==> src/rtl/barrel_pkg.sv <==
// Shared mode encodings for the pipelined barrel shifter.
// Consumed by barrel_stage and barrel_shifter_pipe.
package barrel_pkg;

   localparam int unsigned MODE_W = 2;

   typedef enum logic [MODE_W-1:0] {
      MODE_ROR = 2'b00,
      MODE_ROL = 2'b01,
      MODE_SHR = 2'b10,
      MODE_SHL = 2'b11
   } mode_e;

endpackage

==> src/rtl/barrel_stage.sv <==
// One pipeline stage: conditionally moves the word by 2^K and registers it with its control.
// BARREL_SHIFTER_SRA_EN adds the arith flag flop and sign-filled SHR.
module barrel_stage
   import barrel_pkg::*;
#(
   parameter int unsigned W = 32,
   parameter int unsigned S = $clog2(W),
   parameter int unsigned K = 0
) (
   input  logic         clk,
   input  logic         rst,
   input  logic         en_i,
   input  logic         valid_i,
   input  logic [W-1:0] data_i,
   input  logic [S-1:0] amt_i,
   input  mode_e        mode_i,
`ifdef BARREL_SHIFTER_SRA_EN
   input  logic         arith_i,
   output logic         arith_o,
`endif
   output logic         valid_o,
   output logic [W-1:0] data_o,
   output logic [S-1:0] amt_o,
   output mode_e        mode_o
);

   localparam int unsigned M = 1 << K;
   // Bits vacated at the top by a right shift of M.
   localparam logic [W-1:0] FILL_MASK = ~({W{1'b1}} >> M);

   logic         valid_q;
   logic [W-1:0] data_q;
   logic [W-1:0] data_d;
   logic [W-1:0] moved;
   logic [S-1:0] amt_q;
   mode_e        mode_q;
   logic         sign_fill;

`ifdef BARREL_SHIFTER_SRA_EN
   logic arith_q;
   // An arithmetic SHR keeps the MSB equal to the sign, so each stage refills from it.
   assign sign_fill = arith_i & data_i[W-1];
`else
   assign sign_fill = 1'b0;
`endif

   // Move by 2^K according to mode; pass through when amt bit K is clear.
   always_comb begin
      moved  = data_i;
      data_d = data_i;
      unique case (mode_i)
         MODE_ROR: moved = (data_i >> M) | (data_i << (W - M));
         MODE_ROL: moved = (data_i << M) | (data_i >> (W - M));
         MODE_SHR: moved = (data_i >> M) | (FILL_MASK & {W{sign_fill}});
         MODE_SHL: moved = data_i << M;
      endcase
      if (amt_i[K]) begin
         data_d = moved;
      end
   end

   always_ff @(posedge clk) begin
      if (rst) begin
         valid_q <= 1'b0;
         data_q  <= '0;
         amt_q   <= '0;
         mode_q  <= MODE_ROR;
`ifdef BARREL_SHIFTER_SRA_EN
         arith_q <= 1'b0;
`endif
      end else if (en_i) begin
         valid_q <= valid_i;
         data_q  <= data_d;
         amt_q   <= amt_i;
         mode_q  <= mode_i;
`ifdef BARREL_SHIFTER_SRA_EN
         arith_q <= arith_i;
`endif
      end
   end

   assign valid_o = valid_q;
   assign data_o  = data_q;
   assign amt_o   = amt_q;
   assign mode_o  = mode_q;
`ifdef BARREL_SHIFTER_SRA_EN
   assign arith_o = arith_q;
`endif

endmodule

==> src/rtl/barrel_shifter_pipe.sv <==
// S-stage pipelined rotate/shift unit with valid/ready flow control and a global stall.
// Define BARREL_SHIFTER_SRA_EN to honour in_arith (sign-filled SHR); otherwise SHR zero-fills.
module barrel_shifter_pipe
   import barrel_pkg::*;
#(
   parameter int unsigned W = 32,
   localparam int unsigned S = $clog2(W)
) (
   input  logic         clk,
   input  logic         rst,
   input  logic         in_valid,
   output logic         in_ready,
   input  logic [W-1:0] in_data,
   input  logic [S-1:0] in_amt,
   input  logic [1:0]   in_mode,
   input  logic         in_arith,
   output logic         out_valid,
   input  logic         out_ready,
   output logic [W-1:0] out_data
);

   // Index 0 is the input side, index S the output of the last stage.
   logic         valid_s [S+1];
   logic [W-1:0] data_s  [S+1];
   logic [S-1:0] amt_s   [S+1];
   mode_e        mode_s  [S+1];
   logic         stall_c;
   logic         en_c;
   logic         unused_tail;

   assign stall_c = out_valid & ~out_ready;
   assign en_c    = ~stall_c;
   assign in_ready = en_c;

   assign valid_s[0] = in_valid;
   assign data_s[0]  = in_data;
   assign amt_s[0]   = in_amt;
   assign mode_s[0]  = mode_e'(in_mode);

`ifdef BARREL_SHIFTER_SRA_EN
   logic arith_s [S+1];
   assign arith_s[0]  = in_arith;
   assign unused_tail = ^{amt_s[S], mode_s[S], arith_s[S]};
`else
   assign unused_tail = ^{amt_s[S], mode_s[S], in_arith};
`endif

   for (genvar k = 0; k < S; k++) begin : g_stage
      barrel_stage #(
         .W (W),
         .S (S),
         .K (k)
      ) u_stage (
         .clk     (clk),
         .rst     (rst),
         .en_i    (en_c),
         .valid_i (valid_s[k]),
         .data_i  (data_s[k]),
         .amt_i   (amt_s[k]),
         .mode_i  (mode_s[k]),
`ifdef BARREL_SHIFTER_SRA_EN
         .arith_i (arith_s[k]),
         .arith_o (arith_s[k+1]),
`endif
         .valid_o (valid_s[k+1]),
         .data_o  (data_s[k+1]),
         .amt_o   (amt_s[k+1]),
         .mode_o  (mode_s[k+1])
      );
   end

   assign out_valid = valid_s[S];
   assign out_data  = data_s[S];

endmodule

==> config.mk <==
export PLATFORM = sky130hd
export DESIGN_NAME = barrel_shifter_pipe
export DESIGN_NICKNAME = d
export VERILOG_FILES = /design/src/rtl/barrel_pkg.sv /design/src/rtl/barrel_stage.sv /design/src/rtl/barrel_shifter_pipe.sv
export SDC_FILE = /design/constraint.sdc
export NUM_CORES = 1
export LEC_CHECK = 0
export ABC_AREA = 1
export BUFFER_PORTS_ARGS = -buffer_cell sky130_fd_sc_hd__buf_2
export CORE_UTILIZATION = 61
export DETAILED_ROUTE_END_ITERATION = 8
export GPL_TIMING_DRIVEN = 0
export PLACE_DENSITY = 0.81
export SLEW_MARGIN = 10
export SYNTH_ARGS = -nofsm -noshare
export SYNTH_HDL_FRONTEND = slang
export SYNTH_SLANG_ARGS = --single-unit
export TNS_END_PERCENT = 1
==> constraint.sdc <==
create_clock -name clk -period 1.5 [get_ports clk]
set_input_delay 0.075 -clock clk [delete_from_list [all_inputs] [get_ports clk]]
set_output_delay 0.075 -clock clk [all_outputs]
set_load 0.03 [all_outputs]
==> results of run 1 <==
## metrics by stage
stage / setup WS [ns] / TNS (ns) / hold slack, ns / utilization [%] / total power, mW
6_report: 0.0414 / 0 / 0.00715 / 72.3 / 11.8
5_1_grt: -0.0476 / -0.263 / 0.0345 / 72.3 / 12.2
4_1_cts: 0.0521 / 0 / 0.00200 / 72.3 / 11.7
3_5_place_dp: 0.108 / 0 / 0.259 / 66.1 / 7.06
3_3_place_gp: 0.0772 / 0 / 0.256 / 66.1 / 7.04
2_1_floorplan: 0.231 / 0 / 0.144 / - / 6.54
## routing by layer
layer	GRT usage (%)	share of wire [%]
met4	21.6	5.2
met5	0	0
met3	4.94	6.4
met1	47.2	40
met2	66.4	48
## registers in the layout (all words and copies together), names as in the netlist
name	flops
g_stage.u_stage.data_o	160
g_stage.u_stage.amt_o	10
g_stage.u_stage.valid_o	5
g_stage.u_stage.mode_o	8
## kinds of logic after synthesis
family | count (synthesis) | synth area share, %
buf+inv | 488 | 20.9
simple gates | 279 | 11.0
compound gates | 612 | 32.3
flops | 183 | 35.8
## cells in the final DEF, fill, tap and decap left out, types with 4 or more instances in the layout
master	netlist	layout
inv_1	329	329
o21ai_0	303	303
nand2_1	202	202
dfxtp_1	183	183
a21oi_1	170	170
buf_2	50	122
o211ai_1	98	98
clkbuf_1	50	47
nand3_1	47	47
buf_4	42	43
o21ai_1	40	40
dlygate4sd3_1	0	38
nor2_1	27	27
clkbuf_16	0	17
buf_6	12	12
clkbuf_2	1	4
inv_6	0	4
## worst min-delay path, cell delays in order
cell and delay (ns):
buf_2 0.10, inv_1 0.07, o21ai_1 0.06, inv_1 0.04
a21oi_1 0.05
## worst paths after layout
check	cells after the start	slack, ns	end	startpoint
max	4	0.04	in_ready	g_stage[4].u_stage.valid_o
min	5	0.007	g_stage[0].u_stage.data_o[0]	in_data[0]
min reg2reg	2	0.47	g_stage[4].u_stage.valid_o	g_stage[3].u_stage.valid_o
max reg2reg	7	0.08	g_stage[2].u_stage.amt_o[3]	g_stage[4].u_stage.valid_o
## timing repair
item / 4_1_cts / 5_1_grt
hold buffers: 38 / 0
cloned: 0 / 0
buffers inserted: 1 / 0
gates resized for setup: 5 / 8
endpoints found under the hold margin: 39 / 0
pin swaps: 1 / 0
endpoints found under the setup margin: 1 / 20
## power by group
group	internal [mW]	switching (mW)
Clock	2.69	2.02
Combinational	0.624	1.03
Sequential	5.14	0.308
Total	8.46	3.36
## layout make-up
cell class              instances  area (sq um)  area share (%)
clock buffers                  19           443            3.72
multi-input cells             891          4430            37.2
plain buffers                 155           915            7.68
repair buffers                113           761            6.39
flip-flops and latches        183          3660            30.8
inverters                     333          1250            10.5
clock inverters                13           168            1.41
well taps                     220           275            2.31
==> out/results.ini, run 1 <==
[synth]
synth_flop_cell = dfxtp_1
synth_commonest_cells = inv_1, o21ai_0, nand2_1, dfxtp_1, a21oi_1
async_reset_ff_share_pct = 0
synthesis.instances = 1562
synth.lib_cells_used.distinct = 20
synth-edff-count = 0
syn-num-nets = 1606
synth_top_cell_area_share_pct = 35.8
yosysWarnings = 0
seq_area_frac_synth_pct = 35.8
synth-seq-cells = 183
synth_most_common_cell = inv_1
syn-mean-instance-area_sq_um = 6.56
cell_area_after_synthesis_sq_mm = 0.0102
synth_largest_area_cell = dfxtp_1
netlist_top_cells_area = dfxtp_1, o21ai_0, inv_1

[timing]
worst_clock_skew_ns = 0.00943
hold_violations = 0
finalSetupViolations = 0
clock.fmax_mhz = 686
timing_worst_slew_pin_value_ns = 0.566
post_layout_minimum_cycle_time_ns = 1.46
max_slew_margin_pct = 62.3
unrepaired_setup_endpoints_after_global_routing = yes
post-route-period-util_pct = 97.2
timing_max_transition_violations_final = 0

[grt]
grt_max_degree = 17
grt_first_pass_wirelength_um = 52600
grt_antenna_before_repair = 0
globalRouteOverflowTotal = 0
grt_pass1_vias = 10100
grt_usage_pct = 38.9

[route]
drt_first_pass_iters = 6
dr_total_vias = 10700
wl_um = 33000
drc = 0
detailedRoute.firstIterationViolations = 879
wl_per_cell_um = 17.1
antenna_left = 0
vias_per_cell = 5.57

[critical_path]
slowest_stage = dfxtp_1
timing.critical_path.to_type = output pin
critPathMaxFanout = 10
critical-path-top-delay-family = buffers and inverters
critical_path_class = flip-flop to output pin
cp_num_buf_inv = 3
worst_endpoint_data_arrival_time_ns = 1.38
worstPathRequired_ns = 1.42
cp-start-kind = flip-flop
slowest_delay_ns = 0.37
crit_path_cell_trace = nand2_4, buf_8, buf_6, buf_4

[power_and_ir_drop]
total_leakage_power_nw = 4.87
cellPowerDensity_mw_per_mm2 = 993
vdd_ir_drop_max_v = 0.000817

[clock_network]
cts_tree = done
clockRootBuffer = clkbuf_16
numCtsBuffers = 17
clk_path_buf_depth = 2
cts_sinks = 183
clock_input_transition_at_the_sequential_cells_of_the_worst_setup_and_hold_paths_ns = 0.07
h-tree-depth = 4
clkLatencyLatePin_ns = 0.44

[layout]
fraction_of_layout_instances_using_a_drive_strength_above_1_pct = 12.8
final_nets = 1738
postLayoutCellArea_sq_mm = 0.0119
antenna_cells_inserted = 0
post_layout_nonfiller_instances = 1927
synthToLayoutAreaGrowth_pct = 16.3
fillerInstances = 1418

[die]
core_sq_mm = 0.0165
die_w_um = 132
die_height_um = 132
design.die.area_sq_mm = 0.0173
io_pins = 78
initial_utilization_pct = 62.2
row_count = 47

[placement]
placed_area_sq_mm = 0.0109
place_inst = 1856
dp_hpwl_um = 24400
routabilityCongestion = 1.06
portBuffers = 74

[min_path]
hold_class = input pin to flip-flop

[flow_run]
cap_viol_max_count = 0

[outcome]
outcome = finished, final reports clean

(Power assumes the default switching activity.)
==> run 2: changes to the inputs <==
--- a/config.mk
+++ b/config.mk
@@ -6,7 +6,8 @@
 export NUM_CORES = 1
 export LEC_CHECK = 0
 export ABC_AREA = 1
-export BUFFER_PORTS_ARGS = -buffer_cell sky130_fd_sc_hd__buf_2
+export BUFFER_PORTS_ARGS = -buffer_cell sky130_fd_sc_hd__buf_4
+export CORE_MARGIN = 8
 export CORE_UTILIZATION = 61
 export DETAILED_ROUTE_END_ITERATION = 8
 export GPL_TIMING_DRIVEN = 0
==> constraint.sdc (replaced) <==
create_clock -name clk -period 1.6 [get_ports clk]
set_input_delay 0.08 -clock clk [delete_from_list [all_inputs] [get_ports clk]]
set_output_delay 0.08 -clock clk [all_outputs]
set_load 0.03 [all_outputs]
==> out/results.ini, run 2 (same netlist as run 1, synthesis figures left out) <==
[die]
design.die.area_sq_mm = 0.0212  ; +22%
row_count = 47  ; unchanged
die_w_um = 146  ; +11%
initial_utilization_pct = 62.0  ; -0.22 points
die_height_um = 146  ; +11%
core_sq_mm = 0.0165  ; +0.36%
io_pins = 78  ; unchanged

[power_and_ir_drop]
clock_power_share_pct = 38.8  ; -1.1 points
vdd_ir_drop_max_v = 0.000736  ; -10%
cellPowerDensity_mw_per_mm2 = 912  ; -8.1%
p_comb_share_pct = 14.7  ; +0.7 points
power.switching_mw = 3.16  ; -5.8%
pwr-share-seq_pct = 46.6  ; +0.5 points
sw_frac_of_total_pct = 28.8  ; +0.42 points
total_leakage_power_nw = 4.85  ; -0.33%
intPower_mw = 7.80  ; -7.8%

[critical_path]
worst_endpoint_data_arrival_time_ns = 1.85  ; +0.47 ns
critical-path-top-delay-family = buffers and inverters
slowest_stage = dlygate4sd3_1
critPathMaxFanout = 10  ; unchanged
critical_path_class = input pin to flip-flop
cp-start-kind = input pin
crit_path_frequent_cell = buf_4
crit_path_cell_trace = dlygate4sd3_1, buf_4, inv_1, buf_4, clkbuf_1, o21ai_0, a21oi_1
slowest_delay_ns = 0.54  ; +0.17 ns
worstPathRequired_ns = 1.96  ; +0.54 ns
timing.critical_path.to_type = flip-flop
cp_num_buf_inv = 5  ; +2

[route]
wl_per_cell_um = 17.8  ; +3.9%
detailedRoute.firstIterationViolations = 1067  ; +21%
antenna_left = 0  ; unchanged
drt_first_pass_iters = 5  ; -1
drc = 0  ; unchanged
vias_per_cell = 5.66  ; +1.6%
wl_um = 34200  ; +3.7%
dr_total_vias = 10900  ; +1.4%

[timing]
finalSetupViolations = 0  ; unchanged
max_slew_margin_pct = 63.7  ; +1.5 points
post_layout_minimum_cycle_time_ns = 1.48
hold_violations = 0  ; unchanged
hold_ws_ns = 0.0190  ; +0.0119 ns
worst_clock_skew_ns = 0.0128  ; +0.00339 ns
timing_max_transition_violations_final = 0  ; unchanged
clock.fmax_mhz = 675
post-route-period-util_pct = 92.6
timing_worst_slew_pin_value_ns = 0.544  ; -0.0219 ns
setup_tns_ns = 0  ; unchanged
unrepaired_setup_endpoints_after_global_routing = no

[grt]
grt_usage_pct = 31.8  ; -7.1 points
globalRouteOverflowTotal = 0  ; unchanged
grt_pass1_vias = 10400  ; +3.4%
grt_max_degree = 20  ; +3
grt_antenna_before_repair = 0  ; unchanged
grt_first_pass_wirelength_um = 54500  ; +3.5%

[placement]
dp_hpwl_um = 25200  ; +3.3%
portBuffers = 74  ; unchanged
routabilityCongestion = 1.01  ; -4.4%
placed_area_sq_mm = 0.0111  ; +1.7%
place_inst = 1856  ; unchanged

[layout]
final_nets = 1735  ; -0.17%
largest_register_ffs = 160  ; unchanged
postLayoutCellArea_sq_mm = 0.0120  ; +1.0%
post_layout_nonfiller_instances = 1924  ; -0.16%
layout_commonest_cell = inv_1
fraction_of_layout_instances_using_a_drive_strength_above_1_pct = 12.6  ; -0.21 points
fillerInstances = 1410  ; -0.56%
synthToLayoutAreaGrowth_pct = 17.5
most-common-layout-cells = inv_1, o21ai_0, nand2_1, dfxtp_1, a21oi_1
final_util_pct = 72.8  ; +0.47 points
antenna_cells_inserted = 0  ; unchanged

[clock_network]
clockRootBuffer = clkbuf_16
clk_path_buf_depth = 2  ; unchanged
numCtsBuffers = 17  ; unchanged
clkLatencyLatePin_ns = 0.44  ; about the same
cts_tree = done
cts_sinks = 183  ; unchanged
h-tree-depth = 4  ; unchanged
clock_input_transition_at_the_sequential_cells_of_the_worst_setup_and_hold_paths_ns = 0.07  ; about the same

[flow_run]
cap_viol_max_count = 0  ; unchanged

[outcome]
outcome = finished, final reports clean

[min_path]
hold_class = input pin to flip-flop

-- run 2: changes by cell type in the layout (fill, tap and decap cells not counted), sizes merged --
| cell | previous run | this run |
|---|---|---|
| buf | 180 | 177 |
| clkinvlp | 1 | 4 |
| bufinv | 3 | 2 |
| clkbuf | 69 | 70 |
| clkinv | 6 | 5 |
| dlygate4sd3 | 38 | 37 |
| inv | 336 | 335 |
-- run 2: what timing repair did --
item                                   4_1_cts  5_1_grt
buffers inserted                             0        0
gates resized for setup                      0        3
setup endpoints to repair                    1        3
endpoints found under the hold margin       38        0
hold buffers                                37        0
-- run 2: layout make-up --
class                      instances  area (sq um)  share of cell area (%)
timing repair buffer             111           926                    7.70
sequential                       183          3660                    30.5
buffer                           154           893                    7.43
inverter                         333          1250                    10.4
clock inverter                    13           144                    1.20
clock buffer                      19           443                    3.68
tap                              220           275                    2.29
multi-input combinational        891          4430                    36.9
-- run 2: path summary, 6_finish.rpt --
path	cells past startpoint	from	slack (ns)	to
setup / recovery	7	rst	0.12	g_stage[1].u_stage.mode_o[0]
hold / removal	5	in_data[1]	0.02	g_stage[0].u_stage.data_o[0]
setup reg to reg	5	g_stage[4].u_stage.valid_o	0.13	g_stage[0].u_stage.data_o[31]
hold reg to reg	2	g_stage[3].u_stage.valid_o	0.47	g_stage[4].u_stage.valid_o
-- run 2: through the flow --
step / power, mW / worst slack (ns)
floorplan: 6.13 / 0.331
detailed placement: 6.67 / 0.161
finish: 11.0 / 0.118
CTS: 10.9 / 0.0287
global route: 11.4 / 0.0363
global placement: 6.65 / 0.174
-- run 2: per-layer routing --
metal | vias up | GRT usage [%] | routed length, um
met5 | - | 0 | 0
met3 | 112 | 6.06 | 2430
met2 | 520 | 53.9 | 16400
met4 | 0 | 19.2 | 1950
met1 | 4974 | 36.6 | 13400
li1 | 5286 | - | -
-- run 2: power by group through the flow --
stage | clock network, mW | registers [mW] | logic [mW]
6_report | 4.25 | 5.11 | 1.61
5_1_grt | 4.43 | 5.12 | 1.80
4_1_cts | 4.23 | 5.09 | 1.57
3_5_place_dp | 0 | 5.19 | 1.48
3_3_place_gp | 0 | 5.19 | 1.46
2_1_floorplan | 0 | 5.06 | 1.07
-- run 2: tightest hold or removal path, stage by stage --
cell	delay, ns
buf_4	0.11
nand2_1	0.06
nand2_1	0.05
nand2_1	0.05
a21oi_1	0.05
==> run 3: changes to the inputs <==
--- a/config.mk
+++ b/config.mk
@@ -7,6 +7,7 @@
 export LEC_CHECK = 0
 export ABC_AREA = 1
 export BUFFER_PORTS_ARGS = -buffer_cell sky130_fd_sc_hd__buf_4
+export CORE_ASPECT_RATIO = 1.75
 export CORE_MARGIN = 8
 export CORE_UTILIZATION = 61
 export DETAILED_ROUTE_END_ITERATION = 8
==> out/results.ini, run 3 (same netlist as run 1, synthesis figures left out) <==
[flow_run]
cap_viol_max_count = 0  ; unchanged

[layout]
fraction_of_layout_instances_using_a_drive_strength_above_1_pct = 12.6  ; -0.051 points
most-common-layout-cells = inv_1, o21ai_0, nand2_1, dfxtp_1, a21oi_1
postLayoutCellArea_sq_mm = 0.0120  ; -0.19%
largest_register_ffs = 160  ; unchanged
layout_commonest_cell = inv_1
antenna_cells_inserted = 0  ; unchanged
synthToLayoutAreaGrowth_pct = 17.2
final_nets = 1735  ; unchanged

[timing]
worst_clock_skew_ns = 0.0150  ; +0.00216 ns
hold_violations = 0  ; unchanged
max_slew_margin_pct = 47.5  ; -16 points
unrepaired_setup_endpoints_after_global_routing = yes
timing_worst_slew_pin_value_ns = 0.780  ; +0.236 ns
timing_max_transition_violations_final = 0  ; unchanged
post-route-period-util_pct = 99.3  ; +6.6 points
clock.fmax_mhz = 630  ; -6.7%
hold_ws_ns = 0.0232  ; +0.00414 ns
finalSetupViolations = 0  ; unchanged
post_layout_minimum_cycle_time_ns = 1.59  ; +0.106 ns

[critical_path]
timing.critical_path.to_type = flip-flop
cp-start-kind = flip-flop
worstPathRequired_ns = 1.97  ; about the same
critical_path_class = flip-flop to flip-flop
worst_endpoint_data_arrival_time_ns = 1.96  ; +0.11 ns
critPathMaxFanout = 10  ; unchanged

[clock_network]
cts_sinks = 183  ; unchanged
clk_path_buf_depth = 2  ; unchanged
post-cts-setup-buffers = 0  ; unchanged
clockRootBuffer = clkbuf_16
clkLatencyLatePin_ns = 0.44  ; about the same
h-tree-depth = 4  ; unchanged
cts_tree = done
numCtsBuffers = 17  ; unchanged
clock_input_transition_at_the_sequential_cells_of_the_worst_setup_and_hold_paths_ns = 0.07  ; about the same

[route]
vias_per_cell = 5.82  ; +2.9%
antenna_left = 0  ; unchanged
dr_total_vias = 11200  ; +3.0%
wl_um = 39500  ; +15%
detailedRoute.firstIterationViolations = 1081  ; +1.3%
wl_per_cell_um = 20.5  ; +15%
drc = 0  ; unchanged
drt_first_pass_iters = 6  ; +1

[grt]
grt_pass1_vias = 11500  ; +10%
grt_first_pass_wirelength_um = 61000  ; +12%
grt_max_degree = 20  ; unchanged
globalRouteOverflowTotal = 0  ; unchanged
grt_antenna_before_repair = 0  ; unchanged
grt_usage_pct = 37.4  ; +5.6 points

[placement]
portBuffers = 74  ; unchanged
placed_area_sq_mm = 0.0111  ; about the same
routabilityCongestion = 1.01  ; -0.48%
dp_hpwl_um = 28800  ; +14%

[die]
die_height_um = 187  ; +29%
die_w_um = 114  ; -22%
io_pins = 78  ; unchanged
core_sq_mm = 0.0164  ; -0.48%
row_count = 62  ; +32%
initial_utilization_pct = 62.3  ; +0.30 points
design.die.area_sq_mm = 0.0214  ; +0.77%

[power_and_ir_drop]
vdd_ir_drop_max_v = 0.000685  ; -6.9%
cellPowerDensity_mw_per_mm2 = 912  ; about the same
total_leakage_power_nw = 4.84  ; -0.23%
power_mw = 11.0  ; -0.16%

[min_path]
hold_class = input pin to flip-flop

[outcome]
outcome = finished, final reports clean

[run 3: cell count changes in the layout (fill, tap and decap cells not counted)]
cell / delta
clkbuf_1: +1
clkinv_4: +1
buf_2: -1
clkbuf_4: +1
bufinv_16: -2
clkbuf_2: -1
inv_8: +4
o21ai_0: -1
clkinv_2: -2
o21ai_2: +1
clkinvlp_4: -1
inv_6: -1
[run 3: critical path, cell delays in order (launching register included)]
cell and delay, ns:
dfxtp_1 0.32, clkbuf_1 0.25, o21ai_0 0.70, inv_1 0.10
a21oi_1 0.16
[run 3: layer usage]
| layer | wire, um | global-route usage, % | vias to the layer above |
|---|---|---|---|
| met4 | 4150 | 36.8 | 0 |
| met2 | 20300 | 68.1 | 652 |
| met3 | 2640 | 6.85 | 249 |
| met5 | 0 | 0 | - |
| met1 | 12400 | 32.8 | 5051 |
| li1 | - | - | 5270 |
[run 3: repair_timing]
action | in CTS | in global routing
resized for setup | 0 | 4
hold endpoints to repair | 38 | 0
cloned | 0 | 0
hold buffers | 37 | 0
setup endpoints to repair | 1 | 9
[run 3: area by class of cell]
class                      count  area [sq um]
buffer                       154           895
clock buffer                  19           443
clock inverter                12           111
fill                        1367          4440
inverter                     333          1250
multi-input combinational    891          4440
sequential                   183          3660
tap                          224           280
timing repair buffer         111           926
[run 3: where the power goes]
group | internal (mW) | switching, mW | total (mW)
clock network | 2.09 | 2.05 | 4.14
logic | 0.625 | 1.08 | 1.71
registers | 4.82 | 0.283 | 5.10
total | 7.53 | 3.42 | 11.0
[run 3: stage by stage]
| step | utilization (%) | std cells | worst slack (ns) | setup TNS, ns |
|---|---|---|---|---|
| global placement | 67.4 | 1860 | 0.103 | 0 |
| detailed placement | 67.4 | 1860 | 0.0414 | 0 |
| finish | 73.0 | 1927 | 0.0117 | 0 |
| global route | 73.0 | 1927 | -0.00852 | -0.00852 |
| CTS | 72.9 | 1927 | 0.0110 | 0 |
| floorplan | - | 1562 | 0.331 | 0 |
[run 3: path summary, 6_finish.rpt]
check,startpoint,endpoint,slack [ns],cells after the start
min reg2reg,g_stage[3].u_stage.valid_o,g_stage[3].u_stage.valid_o,0.47,2
min,in_amt[0],g_stage[0].u_stage.data_o[26],0.02,4
max reg2reg,g_stage[2].u_stage.amt_o[3],g_stage[3].u_stage.data_o[11],0.01,4
max,g_stage[2].u_stage.amt_o[3],g_stage[3].u_stage.data_o[11],0.01,4
